### src/rtl/systolic_feeder_pkg.sv
// ============================================================================
// systolic_pkg : shared types for the systolic array input feeder
// Revision     : 1.0
// ============================================================================
`default_nettype none

package systolic_pkg;

    localparam int c_data_w = 32;

    typedef struct packed {
        logic [c_data_w-1:0] col1;
        logic [c_data_w-1:0] col2;
    } row_t;

    typedef enum logic [0:0] {
        IDLE   = 1'b0,
        STREAM = 1'b1
    } frame_state_e;

endpackage

`default_nettype wire

### src/rtl/systolic_feeder_fifo.sv
// ============================================================================
// feeder_fifo : synchronous FIFO with occupancy, power-of-2 depth
// Revision    : 1.0
// ============================================================================
`default_nettype none

module feeder_fifo #(
    parameter int WIDTH = 64,
    parameter int DEPTH = 4
) (
    input  logic                     clk,
    input  logic                     rst,
    input  logic                     push,
    input  logic [WIDTH-1:0]         wdata,
    input  logic                     pop,
    output logic [WIDTH-1:0]         rdata,
    output logic                     full,
    output logic                     empty,
    output logic [$clog2(DEPTH):0]   count
);

    localparam int c_addr_w = $clog2(DEPTH);

    logic [WIDTH-1:0]    r_mem [DEPTH];
    logic [c_addr_w-1:0] r_wr_ptr;
    logic [c_addr_w-1:0] r_rd_ptr;
    logic [c_addr_w:0]   r_count;
    logic                w_push;
    logic                w_pop;

    assign full  = (r_count == (c_addr_w+1)'(DEPTH));
    assign empty = (r_count == '0);
    assign count = r_count;
    assign rdata = r_mem[r_rd_ptr];

    assign w_push = push && !full;
    assign w_pop  = pop && !empty;

    // Storage needs no reset; validity is tracked by the pointers and count.
    always_ff @(posedge clk) begin
        if (w_push) begin
            r_mem[r_wr_ptr] <= wdata;
        end
    end

    always_ff @(posedge clk or posedge rst) begin
        if (rst) begin
            r_wr_ptr <= '0;
            r_rd_ptr <= '0;
            r_count  <= '0;
        end else begin
            if (w_push) begin
                r_wr_ptr <= r_wr_ptr + c_addr_w'(1);
            end
            if (w_pop) begin
                r_rd_ptr <= r_rd_ptr + c_addr_w'(1);
            end
            case ({w_push, w_pop})
                2'b10:   r_count <= r_count + (c_addr_w+1)'(1);
                2'b01:   r_count <= r_count - (c_addr_w+1)'(1);
                default: r_count <= r_count;
            endcase
        end
    end

endmodule

`default_nettype wire

### src/rtl/systolic_feeder.sv
// ============================================================================
// systolic_feeder : row FIFO, one-cycle column skew and frame tracking for
//                   the 2-column QR array. Option: SYSTOLIC_FEEDER_FRAME_CNT_EN
// Revision        : 1.0
// ============================================================================
`default_nettype none

module systolic_feeder
    import systolic_pkg::*;
#(
    parameter int DATA_W = c_data_w,
    parameter int DEPTH  = 4,
    parameter int ROWS   = 4
) (
    input  logic              clk,
    input  logic              rst,
    input  logic              in_valid,
    output logic              in_ready,
    input  logic [DATA_W-1:0] in_col1,
    input  logic [DATA_W-1:0] in_col2,
    output logic [DATA_W-1:0] x01,
    output logic [DATA_W-1:0] x02,
    output logic              frame_start,
    output logic              frame_done,
    output logic              busy
`ifdef SYSTOLIC_FEEDER_FRAME_CNT_EN
    ,
    output logic [15:0]       frame_cnt
`endif
);

    localparam int                c_cnt_w = (ROWS > 1) ? $clog2(ROWS) : 1;
    localparam logic [c_cnt_w-1:0] c_last = c_cnt_w'(ROWS - 1);

    logic                    w_full;
    logic                    w_empty;
    logic                    w_pop;
    logic [2*DATA_W-1:0]     w_head;
    logic [$clog2(DEPTH):0]  w_count;

    logic [DATA_W-1:0]       r_skew;
    logic                    r_skew_vld;
    logic                    r_done_arm;
    logic [c_cnt_w-1:0]      r_row_cnt;
    frame_state_e            r_state;

    assign in_ready = !w_full;
    assign w_pop    = !w_empty;

    feeder_fifo #(
        .WIDTH (2*DATA_W),
        .DEPTH (DEPTH)
    ) u_fifo (
        .clk   (clk),
        .rst   (rst),
        .push  (in_valid && in_ready),
        .wdata ({in_col1, in_col2}),
        .pop   (w_pop),
        .rdata (w_head),
        .full  (w_full),
        .empty (w_empty),
        .count (w_count)
    );

    assign busy = (w_count != '0) || r_skew_vld || (r_state == STREAM);

    // An empty FIFO feeds zeros: the array treats a zero input as identity.
    always_ff @(posedge clk or posedge rst) begin
        if (rst) begin
            x01         <= '0;
            x02         <= '0;
            r_skew      <= '0;
            r_skew_vld  <= 1'b0;
            frame_start <= 1'b0;
            frame_done  <= 1'b0;
            r_done_arm  <= 1'b0;
            r_row_cnt   <= '0;
            r_state     <= IDLE;
        end else begin
            x02         <= r_skew;
            frame_done  <= r_done_arm;
            frame_start <= 1'b0;
            r_done_arm  <= 1'b0;
            if (w_pop) begin
                x01        <= w_head[2*DATA_W-1:DATA_W];
                r_skew     <= w_head[DATA_W-1:0];
                r_skew_vld <= 1'b1;
                if (r_state == IDLE) begin
                    frame_start <= 1'b1;
                end
                // Last row of the frame: frame_done lands one cycle later, with its x02.
                if (r_row_cnt == c_last) begin
                    r_done_arm <= 1'b1;
                    r_row_cnt  <= '0;
                    r_state    <= IDLE;
                end else begin
                    r_row_cnt  <= r_row_cnt + c_cnt_w'(1);
                    r_state    <= STREAM;
                end
            end else begin
                x01        <= '0;
                r_skew     <= '0;
                r_skew_vld <= 1'b0;
            end
        end
    end

`ifdef SYSTOLIC_FEEDER_FRAME_CNT_EN
    always_ff @(posedge clk or posedge rst) begin
        if (rst) begin
            frame_cnt <= '0;
        end else if (r_done_arm) begin
            frame_cnt <= frame_cnt + 16'd1;
        end
    end
`endif

endmodule

`default_nettype wire

### config.mk
export PLATFORM = sky130hd
export DESIGN_NAME = systolic_feeder
export DESIGN_NICKNAME = d
export VERILOG_FILES = /design/src/rtl/systolic_feeder_pkg.sv /design/src/rtl/systolic_feeder_fifo.sv /design/src/rtl/systolic_feeder.sv
export SDC_FILE = /design/constraint.sdc
export NUM_CORES = 1
export LEC_CHECK = 0
export CELL_PAD_IN_SITES_DETAIL_PLACEMENT = 0
export CELL_PAD_IN_SITES_GLOBAL_PLACEMENT = 1
export CORE_UTILIZATION = 39
export CTS_CLUSTER_SIZE = 25
export DETAILED_ROUTE_END_ITERATION = 16
export GPL_TIMING_DRIVEN = 0
export PLACE_DENSITY_LB_ADDON = 0.3
export SETUP_SLACK_MARGIN = 0.5
export SYNTH_ARGS = -nofsm -noshare
export SYNTH_HDL_FRONTEND = slang
export SYNTH_SLANG_ARGS = --single-unit
export TNS_END_PERCENT = 100
### constraint.sdc
create_clock -name clk -period 3.6 [get_ports clk]
set_input_delay 0.36 -clock clk [delete_from_list [all_inputs] [get_ports clk]]
set_output_delay 0.36 -clock clk [all_outputs]
set_load 0.01 [all_outputs]
# Word-level counts from Yosys, hierarchy flattened
# Memories as Yosys holds them, arrays and structs flattened.
# Cells that the tools add are included.
word_totals:
  ff_bits: 110
  ramBits: 256
  inputBits: 67
  wordCells: 43
  memories: 1
memory_table:
  columns: ["memory", "depth", "width", "rd", "rd_clocked_by_memory_dff", "write_ports", "line_no", "source"]
  rows:
  - ["u_fifo.r_mem", 4, 64, 1, 0, 1, "systolic_feeder_fifo.sv:24", "logic [WIDTH-1:0] r_mem [DEPTH];"]
op_classes:
  addsub: 5
  n_eq_ne: 4
  n_mux: 12
  reduce_logical: 9
op_table:
  columns: ["cell", "count"]
  rows:
  - ["$mux 32", 2]
  - ["$mux 1", 8]
  - ["$add 2x1->2 const B", 3]
  - ["$pmux 3 s2", 1]
  - ["$eq 2x2->1 const B", 2]
  - ["$add 3x1->3 const B", 1]
  - ["$eq 3x3->1 const B", 1]
  - ["$logic_not 3->1", 1]
  - ["$reduce_bool 3->1", 1]
  - ["$sub 3x1->3 const B", 1]
  - ["$eq 2x1->1 const B", 1]
  - ["$logic_and 1x1->1", 2]
  - ["$logic_not 1->1", 2]
  - ["$logic_or 1x1->1", 2]
  - ["$mux 2", 1]
  - ["$reduce_bool 2->1", 1]

# Logic depth before layout (Yosys ltp)
# Gate-level depths: netlist (run 1).
logic_depth:
  word_depth: 6
  ltp_mapped: 8

# Modules after synthesis
# A second synthesis (run 1) with hierarchy kept.
hier_totals:
  cells_unflattened: 560
  area_unflattened_um2: 12761.0
modules_own_cells:
  columns: ["module", "instances", "cells_each", "area_per_inst_um2", "seq_area_each_um2"]
  rows:
  - ["feeder_fifo", 1, 372, 9659.3, 7862.5]
  - ["systolic_feeder", 1, 188, 3101.7, 2577.5]

# Worst setup path before layout (run 1)
# No wires, ideal clock.
synth_path:
  path_kind: "register -> register"
  from: "reg u_fifo.r_count[0] (netlist: u_fifo.count[0])"
  to: "mem u_fifo.r_mem[0][0] (enable)"
  setup_ns: 0.429
  arrival_time_ns: 2.496
  path_slack_ns: 0.675
  stages_incl_launch_ff: 5
  synth_period_minus_slack_ns: 2.925
  path_cell_list: "dfrtp_1 -> buf_6 -> nor2_1 -> a21boi_0 -> and2_1"
synth_between:
  elab_chain_cells: 6
synth_rtl:
  columns: ["element", "line_no", "source"]
  rows:
  - ["start: declaration", "systolic_feeder_fifo.sv:27", "logic [c_addr_w:0] r_count;"]
  - ["start signal: assignment", "systolic_feeder_fifo.sv:59", "2'b10: r_count <= r_count + (c_addr_w+1)'(1);"]
  - ["start signal: assignment", "systolic_feeder_fifo.sv:60", "2'b01: r_count <= r_count - (c_addr_w+1)'(1);"]
  - ["start signal: assignment", "systolic_feeder_fifo.sv:61", "default: r_count <= r_count;"]
  - ["$eq 3x3->1 (*)", "systolic_feeder_fifo.sv:31", "assign full = (r_count == (c_addr_w+1)'(DEPTH));"]
  - ["$logic_not 1->1 (*)", "systolic_feeder_fifo.sv:36, systolic_feeder.sv:47", null]
  - ["$logic_and 1x1->1", "systolic_feeder.sv:56", ".push (in_valid && in_ready),"]
  - ["$logic_and 1x1->1 (*)", "systolic_feeder_fifo.sv:36", "assign w_push = push && !full;"]
  - ["$mux 1 (*)", "systolic_feeder_fifo.sv:41", "if (w_push) begin"]
  - ["$mux 1 (implied by the code) (*)", "systolic_feeder_fifo.sv:42", "r_mem[r_wr_ptr] <= wdata;"]
  - ["end: declaration", "systolic_feeder_fifo.sv:24", null]
# Mark *: on every way between the ends. The rest lies on a longest branch, timed or not.

# Worst setup path after layout (run 1)
layout_path:
  from: "reg u_fifo.r_count[0] (netlist: u_fifo.count[0])"
  to: "out busy"
layout_between:
  elab_chain_cells: 3
layout_rtl:
  columns: ["element", "line_no", "source"]
  rows:
  - ["$reduce_bool 3->1", "systolic_feeder.sv:65", "assign busy = (w_count != '0) || r_skew_vld || (r_state == STREAM);"]
  - ["$logic_or 1x1->1 (2 in series)", "systolic_feeder.sv:65", null]
  - ["end: declaration", "systolic_feeder.sv:25", "output logic busy"]
# Every way passes these cells.

==> summary.md, run 1 <==
The post-route standard cell area excluding fillers came out at 0.0161 sq mm. The clock tree synthesis step divided the H-tree into 2 levels. STA classifies the critical path startpoint as a flop.

The logs give 3 for the buffer levels on the longest clock path and 0.0128 sq mm for the synthesized area. In the final routed layout, each cell accounts on average for 19.1 um. The run finished with clean final reports. Averaged over all synthesized cells, the footprint is 22.6 sq um.

The floorplan step set the die width to 183 um. The core footprint is 0.0319 sq mm, and the final number of hold-violating endpoints is 0. The tightest hold path in the finished design has a slack of 0.211 ns. The congestion estimate from routability-driven global placement came to 0.675. The synthesis-stage register bit count came out at 366. For this design, the sink count on the clock tree is 366. The tools report the worst-case headroom to the max-slew limit as 46.2%.

The post-synthesis sequential area ratio was 81.8%. Summed over all nets, the half-perimeter wirelength after detailed placement is 14.2 mm. For the fmax, the log shows 339 MHz. For the final setup skew, the log shows 0.0102 ns. The top cell type's share of synthesized area was 60.2%. The analysis attributes to net switching a power of 0.00351 W.

After the first detailed-routing iteration, the DRC count stood at 336. The tree is rooted in a sky130_fd_sc_hd__clkbuf_16. The worst setup path is of the reg -> out kind. The run gives 1,213 as the post-route non-filler standard cell count.

Clock tree synthesis inserted a total of 39 buffers. The count of inserted antenna diode cells was 0. The total die area was 0.0335 sq mm. The tools report the number of distinct library cell variants in the gate-level netlist after synthesis as 27. The run gives 0 as the number of antenna violations at the first check in global routing. The switching portion of total power is 25.9%.

The number of buffers added on ports was 134; the per-cell via count in the routed design was 4.71. Wires add up to 23.2 mm. Internal power comes to 0.0100 W. For the arrival time of the worst setup path, the log shows 2.59 ns.

At the placement stage, the worst setup path has a slack of 0.625 ns. Once detail routing completed, the nets flagged for antenna violations numbered 0. In this run the count of I/O pins placed on the die edge is 135. The run gives 0 as the count of hold buffers inserted by post-cts repair. The required time at the endpoint of the critical path came out at 3.24 ns. The logs give 65 for the number of core rows and 821 for the number of nets in the layout. The final max-slew violation count is 0.

The worst-case IR drop observed on VDD is 0.000387 V. Cells fill 50.5% of the core in the end. The floorplan step set the die height to 183 um. For this run, design rule violations remaining after detail routing come to 0. Beginning of the critical path: u_fifo.count[0].

After synthesis, the cell types taking the most area are sky130_fd_sc_hd__edfxtp_1 (60%), sky130_fd_sc_hd__dfrtp_1 (22%), sky130_fd_sc_hd__mux4_2 (11%). Sequential cells burn 45.1% of the power. The analysis attributes to cell leakage a power of 5.66 nW.

Of all nets on the critical path, the largest fanout is 10. For this run the aggregate overflow at the end of global routing stands at 0. The fraction of layout instances using a drive strength above 1 came out at 19.4%.

The min-delay analysis places its worst path in the category in -> async. Setup violations remaining at the end of the flow were counted as 0. Entering global routing, the biggest net connects 38 pins. Synthesis handed over a netlist of 565 instances. The yosys synthesis warning count is 0. Fill cells in the final layout number 2,623.

The run gives 1,142 as the total placed cells including tap cells. Summing all placed instances gives a cell area of 0.0149 sq mm. The tools report the beginning of the worst register-to-register path as u_fifo.count[0]. TritonCTS built the clock tree. The first-pass detailed-route iteration total was 4. Compared with the post-synthesis result, the final layout area differs by 26.1%. The worst path meets setup with 0.653 ns of slack. The run gives 0 as the count of maximum capacitance violations. Setup repair after global routing left no endpoint under its margin. Effective utilization at floorplan: 40.0%. The post-CTS repair timing setup buffer count is 0. Across every metal layer, demand over resource in global routing totals 14.8%. After clock tree synthesis, the clock-pin slew on the worst setup and hold paths is 0.06 ns.

Dividing the final minimum period by the clock period gives 81.8%. The clock period could shrink to 2.95 ns. The number of global-route vias before repair came out at 6,504. Wire length of the first global-routing pass: 37.2 mm. For this block, the via count after detailed routing is 5,715. Clock latency on the worst-skew pair, taken at its later pin, is 0.52 ns. The worst setup path is captured at an output port.

The run gives 638 as the net count after synthesis. The power share of the clock group is 28.0%. At the pin with the least slew margin, the transition time is 0.799 ns. Logic gate share of total power: 26.9%. In this run the power density over the cells is 841 mW/mm^2. Gates resized during post-CTS repair numbered 0. The cell type with the largest total area after synthesis was sky130_fd_sc_hd__edfxtp_1.
## metrics by stage
step,total power [W],TNS (ns)
2_1_floorplan,0.00830,0
3_3_place_gp,0.00981,-303.21
3_5_place_dp,0.00993,0
4_1_cts,0.0138,0
5_1_grt,0.0143,0
6_report,0.0135,0
## power by group through the flow
stage,Sequential (W),Clock [W],Combinational (W)
floorplan,0.00633,0,0.00197
global placement,0.00622,0,0.00359
detailed placement,0.00620,0,0.00373
CTS,0.00612,0.00390,0.00375
global route,0.00621,0.00408,0.00398
finish,0.00610,0.00379,0.00364
## layer usage
metal	GRT usage [%]	part of all wire (%)
met1	19.4	44
met3	3.91	5.7
met4	4.03	1.6
met5	0	0
met2	24.4	49
## cell type report
cell class | instances | area, sq um | share of cell area [%]
clock buffers | 53 | 1080 | 6.71
repair buffers | 142 | 1530 | 9.52
plain buffers | 23 | 158 | 0.980
multi-input cells | 169 | 2150 | 13.3
flip-flops and latches | 366 | 10400 | 64.9
inverters | 7 | 32.5 | 0.202
well taps | 435 | 544 | 3.38
clock inverters | 18 | 158 | 0.980
## synth_stat cells (all sizes together)
cell type  number
edfxtp        256
dfrtp         110
and2           69
mux4           64
buf            16
nand2           8
clkbuf          7
inv             7
ha              5
nor2            4
nor3            3
o21ai           3
xnor2           3
a21boi          1
a21o            1
a21oi           1
a22oi           1
a2bb2oi         1
fa              1
mux2            1
o22a            1
o22ai           1
or3             1
## flip-flops by register name, summed over array words and instances, names as in the netlist, 2 cells and up
signal           flops
r_skew              32
u_fifo.r_rd_ptr      2
u_fifo.r_mem       256
r_row_cnt            2
x02                 32
u_fifo.r_wr_ptr      2
x01                 32
u_fifo.count         3
## worst max-delay path, stage by stage (launching register included)
cell and delay, ns:
sky130_fd_sc_hd__dfrtp_1 0.37, sky130_fd_sc_hd__buf_6 0.14, sky130_fd_sc_hd__nor3_4 0.37, sky130_fd_sc_hd__inv_4 0.14, sky130_fd_sc_hd__buf_6 0.18, sky130_fd_sc_hd__or3_1 0.36, sky130_fd_sc_hd__clkdlybuf4s50_1 0.51
## worst paths after layout
check / depth (start not counted) / endpoint / slack [ns]
max: 6 / busy / 0.65
min: 2 / x02[15] / 0.21
max reg2reg: 5 / u_fifo.r_mem[0][6] / 1.16
min reg2reg: 0 / x02[8] / 0.34
min in group clk: 0 / x02[8] / 0.34
max in group asynchronous: 5 / x01[6] / 2.50
## layout by cell type (no fill, tap or decap), drive strengths merged, types with 2 or more instances in the layout
master and count:
and2 69, buf 24, bufinv 2, clkbuf 60, clkdlybuf4s50 134, clkinv 11
clkinvlp 5, dfrtp 110, edfxtp 256, ha 5, inv 7, mux4 64
nand2 8, nor2 4, nor3 3, o21ai 3, xnor2 3
## kinds of logic after synthesis
kind of cell | after synthesis | share of synthesized area, %
XOR/XNOR | 3 | 0.206
multiplexers | 65 | 11.4
AO/OA/AOI/OAI | 10 | 0.520
adder cells (fa/ha/maj) | 6 | 0.647
flip-flops | 366 | 81.8
AND/OR/NAND/NOR | 85 | 3.99
buffers and inverters | 30 | 1.46
(Power assumes the default switching activity.)
==> inputs of run 2 (changes only) <==
clock period = 2.7 ns   (was 3.6 ns; I/O delays follow)
==> summary.md, run 2 (synthesis gave the netlist of run 1 again) <==
The logs give 0.52 ns for the clock latency on the worst-skew pair and 826 for the number of nets in the layout. The routed wirelength normalized by instance count works out to 20.5 um. Final hold analysis gives a worst-case slack of 0.117 ns. For the required time at the endpoint of the critical path, the log shows 2.43 ns.

The maximum fanout count along the critical path was 10. In this run the worst hold path is classified as in -> async. The run gives 2,594 as the number of filler cells placed in the layout. In this run the core area contains 65 standard-cell rows. Measured along the x axis, the die boundary spans 183 um.

The repair_antennas step left the layout with diodes totalling 0. The logs give 1 for the number of antenna violations at the first check in global routing and 0.0335 sq mm for the total die area. In the post-route analysis, the smallest setup slack over all paths is 0.486 ns. The run gives 0 as the final number of hold-violating endpoints. STA classifies the critical path endpoint as an output port. The maximum level of the CTS H-tree is 2. The count of buffers added on input and output ports is 134. Counting flops per register, the top entry is u_fifo.r_mem. The clock sink total is 366. The register with the most flip-flops in the layout has 256 of them. The share of the cycle needed by the critical path after routing was 82.0%. The number of global-route vias before repair is 6,489, and the worst-margin pin slew is 0.711 ns. Once placement finished, the instance area stood at 0.0148 sq mm. The logic gate share of total power came out at 27.0%. The logs give 0 for the count of maximum capacitance violations and 0 for the final max-slew violation count. The final setup skew is 0.0179 ns. The logs give 0.697 for the final weighted congestion in routability-driven placement and 452 MHz for the fmax.

TritonCTS built the clock tree. In the final timing run, aggregate negative setup slack is 0 ns. The slowest stage of the critical path belongs to the cell sky130_fd_sc_hd__dfrtp_1. In the final layout, the share of cells above drive strength 1 is 21.2%.

Measured on the finished design, the core utilization comes to 50.8%. Clock tree synthesis inserted a total of 38 buffers. The first global-routing pass estimated 37.9 mm of wire. The sum of routed wire length over all layers was 24.9 mm; the count of hold buffers inserted by post-cts repair was 0. The sequential cell area is 0.0104 sq mm, and the first-pass detailed-route iteration total is 5. Detailed-route DRC error count: 0. The clock network is responsible for 28.8% of the overall power.

Walking the worst path, the cells encountered are buf_6 > nor3_4 > inv_4 > buf_8 > or3_4 > buf_6. The power per cell area was 1140 mW/mm^2. Global routing used 15.4% of the available tracks across all layers. The area of the multi-input gates was 0.00219 sq mm; the remaining antenna violation count was 0.

Internal power comes to 0.0137 W. The routed design could run at a clock period as short as 2.21 ns. For this design the static power due to leakage is 5.73 nW. The run gives 0.0162 sq mm as the post-route standard cell area excluding fillers. The share of total power dissipated in sequential elements is 44.2%. After floorplanning, the core was sized to cover 0.0319 sq mm. The worst setup path is of the reg -> out kind. Once the floorplan was initialized, standard cells occupied 40.0% of the core.

Most common cell after layout, fill and taps aside: sky130_fd_sc_hd__edfxtp_1. From bottom edge to top edge, the die measures 183 um. The logs give 0.000656 V for the peak supply drop and 52.6% for the worst-case headroom to the max-slew limit. Dividing the detail-routed via count by the number of cells gives 4.77.

The switching power of the nets is 0.00480 W, and the signed area change from the synthesized netlist to the final layout is 26.8%. During I/O placement, the number of pins put on the boundary was 135. Counting along the longest clock path gives a buffer depth of 3. Setup repair after global routing could not meet its margin everywhere.

The worst path buffer plus inverter count was 4; the delay of the slowest critical-path stage was 0.37 ns. Entering global routing, the biggest net connects 38 pins. Final HPWL from detailed placement: 14.0 mm.

After the first detailed-routing iteration, the DRC count stood at 308. By instance count, the cell type seen most on the critical path is sky130_fd_sc_hd__buf_6. In the layout the commonest cells are sky130_fd_sc_hd__edfxtp_1 (256), sky130_fd_sc_hd__clkdlybuf4s50_1 (133), sky130_fd_sc_hd__dfrtp_1 (109), sky130_fd_sc_hd__and2_1 (65), sky130_fd_sc_hd__mux4_2 (64). The post-CTS clock slew at the launch and capture registers of the worst setup and hold paths was 0.06 ns. The family of cells with the greatest summed delay on the critical path was simple AND/OR/NAND/NOR gates. After global routing the overflow that remains totals 0.

The via count was 5,802. Data arrives at the worst endpoint at 1.94 ns. The run finished with clean final reports.

At the placement stage, the worst setup path has a slack of -0.189 ns. Clock tree synthesis selected as its root buffer the cell sky130_fd_sc_hd__clkbuf_16. The setup violation total in the final timing report was 0.

STA classifies the critical path startpoint as a flop. Net switching is 26.0% of the power.
## run 2: changes by cell type in the layout (fill, tap and decap cells not counted), moves of 3 or more
cell	change
sky130_fd_sc_hd__buf_16	-3
sky130_fd_sc_hd__clkbuf_8	+6
sky130_fd_sc_hd__and2_2	+4
sky130_fd_sc_hd__buf_4	+3
sky130_fd_sc_hd__clkbuf_1	-5
sky130_fd_sc_hd__clkinvlp_4	-3
## run 2: path summary, 6_finish.rpt
kind / startpoint / end / slack, ns / depth (start not counted)
min in group clk: r_skew[14] / x02[14] / 0.35 / 0
max in group asynchronous: rst / u_fifo.count[2] / 1.81 / 4
max: u_fifo.count[0] / busy / 0.49 / 6
max reg2reg: u_fifo.count[2] / u_fifo.count[2] / 0.65 / 8
min: rst / x01[31] / 0.12 / 2
min reg2reg: r_skew[14] / x02[14] / 0.35 / 0
## run 2: timing repair
item,in CTS,in global routing
endpoints found under the setup margin,139,118
pin swaps,4,2
gates resized for setup,8,4
buffers inserted,2,1
gates cloned,3,1
## run 2: layout make-up
type	instances	share of cell area [%]
flip-flops and latches	366	64.5
inverters	7	0.201
clock inverters	15	1.11
well taps	435	3.36
plain buffers	23	1.00
multi-input cells	173	13.5
clock buffers	54	6.93
repair buffers	144	9.34
## run 2: power by group through the flow
stage                     sequential (W)  combinational [W]  clock (W)
after detailed placement         0.00828            0.00497          0
after floorplan                  0.00841            0.00263          0
after global placement           0.00824            0.00477          0
after CTS                        0.00818            0.00511    0.00548
final                            0.00815            0.00499    0.00533
after global routing             0.00830            0.00542    0.00569
## run 2: metrics by stage
stage               instances  power [W]
global placement         1134     0.0130
finish                   1217     0.0185
floorplan                 565     0.0110
global route             1217     0.0194
detailed placement       1141     0.0132
CTS                      1215     0.0188
## run 2: per-layer routing
metal | vias up | share of wire [%] | GRT usage, %
li1 | 2569 | - | -
met1 | 3022 | 41 | 18.8
met2 | 176 | 51 | 26.8
met3 | 35 | 6.1 | 3.85
met4 | 0 | 1.9 | 5.20
met5 | - | 0 | 0
==> inputs of run 3 (changes only) <==
clock period = 1.9 ns   (was 2.7 ns; I/O delays follow)
==> summary.md, run 3 (synthesis gave the netlist of run 1 again) <==
For this run, the total global-route usage over all layers was measured as 17.4%. 0 antenna diodes ended up in the layout. STA classifies the critical path startpoint as a flop.

STA classifies the critical path endpoint as an output port. The sum of routed wire length over all layers was 28.6 mm; the final weighted congestion in routability-driven placement was 0.694. The clock arrives with 0.0109 ns of skew. The critical path in this run is classified as reg -> out. In this run the critical register-to-register path is launched from u_fifo.count[0]. The first-pass detailed-route iteration total is 4, and the violation count after the first detailed-routing iteration is 516. Detailed placement ended at an HPWL of 13.4 mm.

The register with the most flip-flops in the layout has 256 of them. For this run, design rule violations remaining after detail routing come to 0. The logs give 40 for the pin count of the biggest net entering global routing and 0 for the final number of hold-violating endpoints.

Summing over every cut layer, the via total after detailed routing is 6,297. Setup repair after global routing could not meet its margin everywhere. For the final routed database, the setup TNS stands at -1.65 ns. The critical path goes through buf_6 > nor3_4 > inv_4 > buf_8 > or3_4 > buf_6.

Slowest stage cell on the critical path: sky130_fd_sc_hd__dfrtp_1. The register with the most flip-flops is u_fifo.r_mem. The post-CTS clock slew at the launch and capture registers of the worst setup and hold paths was 0.06 ns.

The number of filler cells placed in the layout is 2,434, and the vertical extent of the die is 183 um. The beginning of the critical path was u_fifo.count[0]. The worst-margin pin slew came out at 0.329 ns. Number of antenna violations at the first check in global routing: 2.

Wire length of the first global-routing pass: 42.0 mm. The fraction of layout instances using a drive strength above 1 was 34.1%; the worst hold-check slack was 0.290 ns. The H-tree was split into 2 levels. The analysis attributes to cell leakage a power of 6.97 nW. Data on the critical path is required at its endpoint by 1.71 ns. The tool flagged a number of max-cap violations equal to 0.

The number of core rows was 65; the power per cell area was 1630 mW/mm^2. Counting along the longest clock path gives a buffer depth of 3. In this run the standard cell core region covers 0.0319 sq mm. The per-cell via count in the routed design came out at 4.80.

The total die area was 0.0335 sq mm. The tools report the worst-case headroom to the max-slew limit as 78.1%. The signed area change from the synthesized netlist to the final layout was 40.9%; the clock latency on the worst-skew pair was 0.53 ns. The die width was 183 um. In this run the worst hold path is classified as in -> reg.

Routed wirelength normalized by instance count: 21.8 um. The worst path setup slack after routing came out at -0.219 ns. For this design, the sink count on the clock tree is 366. Of all nets on the critical path, the largest fanout is 3. The tools report the worst slack at placement as -0.574 ns.

Residual overflow from global routing: 0. The arrival time of the worst setup path was 1.93 ns. The startpoint of the most critical hold path is in_col1[9].

By instance count, the cell type seen most on the critical path is sky130_fd_sc_hd__buf_6. For the boundary pin count, the log shows 135. The worst-case IR drop observed on VDD is 0.000880 V.

For the fmax, the log shows 472 MHz. The tools report the cell at the root of the clock tree as sky130_fd_sc_hd__clkbuf_16. The delay of the slowest critical-path stage works out to 0.38 ns. The number of buffers added on ports came out at 134.

The share of the cycle needed by the critical path after routing is 112%. The number of nets in the layout is 918, and the minimum clock period is 2.12 ns. The top cell types in the final layout, fill and taps aside, are sky130_fd_sc_hd__edfxtp_1 (256), sky130_fd_sc_hd__dfrtp_1 (108), sky130_fd_sc_hd__clkdlybuf4s50_1 (76), sky130_fd_sc_hd__mux4_2 (64), sky130_fd_sc_hd__clkbuf_16 (46).

TritonCTS built the clock tree. The initial utilization of the core area, before any placement, comes to 40.0%. The final reports fail on setup timing. The flow ran to the end, but the final reports show violations. The final max-slew violation count was 0.

Setup violations remaining at the end of the flow were counted as 34. The count of nets left with antenna violations once routing finished came out at 0. Including well taps, the total number of placed cells is 1,137.

The most common cell after layout, fill and taps aside was sky130_fd_sc_hd__edfxtp_1. The number of global-route vias before repair is 6,758. TritonCTS created 40 clock buffers.

After the flow finishes, the layout carries non-filler instances totaling 1,312.
-- run 3: cell types whose count changed in the layout (fill, tap and decap cells not counted), moves of 4 or more --
cell,previous run,this run
sky130_fd_sc_hd__clkdlybuf4s15_1,0,13
sky130_fd_sc_hd__buf_6,7,25
sky130_fd_sc_hd__buf_16,1,8
sky130_fd_sc_hd__and2_2,4,0
sky130_fd_sc_hd__ha_1,5,1
sky130_fd_sc_hd__buf_4,6,25
sky130_fd_sc_hd__dlymetal6s2s_1,0,43
sky130_fd_sc_hd__buf_12,6,43
sky130_fd_sc_hd__and2_1,65,42
sky130_fd_sc_hd__buf_2,6,1
sky130_fd_sc_hd__buf_8,1,9
sky130_fd_sc_hd__and2_4,4,39
sky130_fd_sc_hd__clkdlybuf4s50_1,133,76
sky130_fd_sc_hd__clkbuf_16,39,46
-- run 3: cell type report --
cell class	count	area, sq um	area share, %
tap	435	544	3.03
clock inverter	14	170	0.946
clock buffer	60	1180	6.55
sequential	366	10400	58.1
multi-input combinational	181	2390	13.3
inverter	7	32.5	0.181
timing repair buffer	226	2920	16.2
buffer	23	312	1.73
-- run 3: power breakdown --
group	internal (W)	switching [W]
Combinational	0.00586	0.00408
Sequential	0.0110	0.000642
Clock	0.00472	0.00304
-- run 3: metrics by stage --
stage               cell area (sq um)  total power, W  utilization, %
floorplan                       12900          0.0158               -
global placement                14700          0.0187            46.2
detailed placement              14800          0.0189            46.4
CTS                             17400          0.0291            54.7
global route                    18000          0.0307            56.4
finish                          18000          0.0293            56.4
-- run 3: per-layer routing --
metal  vias up  part of all wire, %  global-route usage (%)
met5         -                 0.11                       0
met2       172                   50                    29.2
met3        47                  5.5                    3.85
met4         4                  1.9                    4.53
li1       2772                    -                       -
met1      3302                   43                    23.0
-- run 3: path summary, 6_finish.rpt --
kind | endpoint | cells after the start | slack, ns
min in group asynchronous | r_skew[23] | 3 | 0.51
worst max-delay path | busy | 6 | -0.22
max in group asynchronous | x01[14] | 5 | 0.68
worst min-delay path | u_fifo.r_mem[2][41] | 1 | 0.29
worst max register to register | u_fifo.r_mem[2][22] | 11 | -0.05
worst min register to register | x02[23] | 0 | 0.35
-- run 3: critical path, delay by kind of cell (launching register included) --
family	cells	cell delay [ns]
DFF	1	0.38
buffers and inverters	4	0.45
and+or+nand+nor	2	0.58
-- run 3: what timing repair did --
item / in CTS / in global routing
cloned: 19 / 6
hold buffers: 1 / 0
setup buffers: 55 / 20
pin swaps: 18 / 8
endpoints found under the hold margin: 5 / 0
endpoints found under the setup margin: 393 / 383
resized for setup: 116 / 92
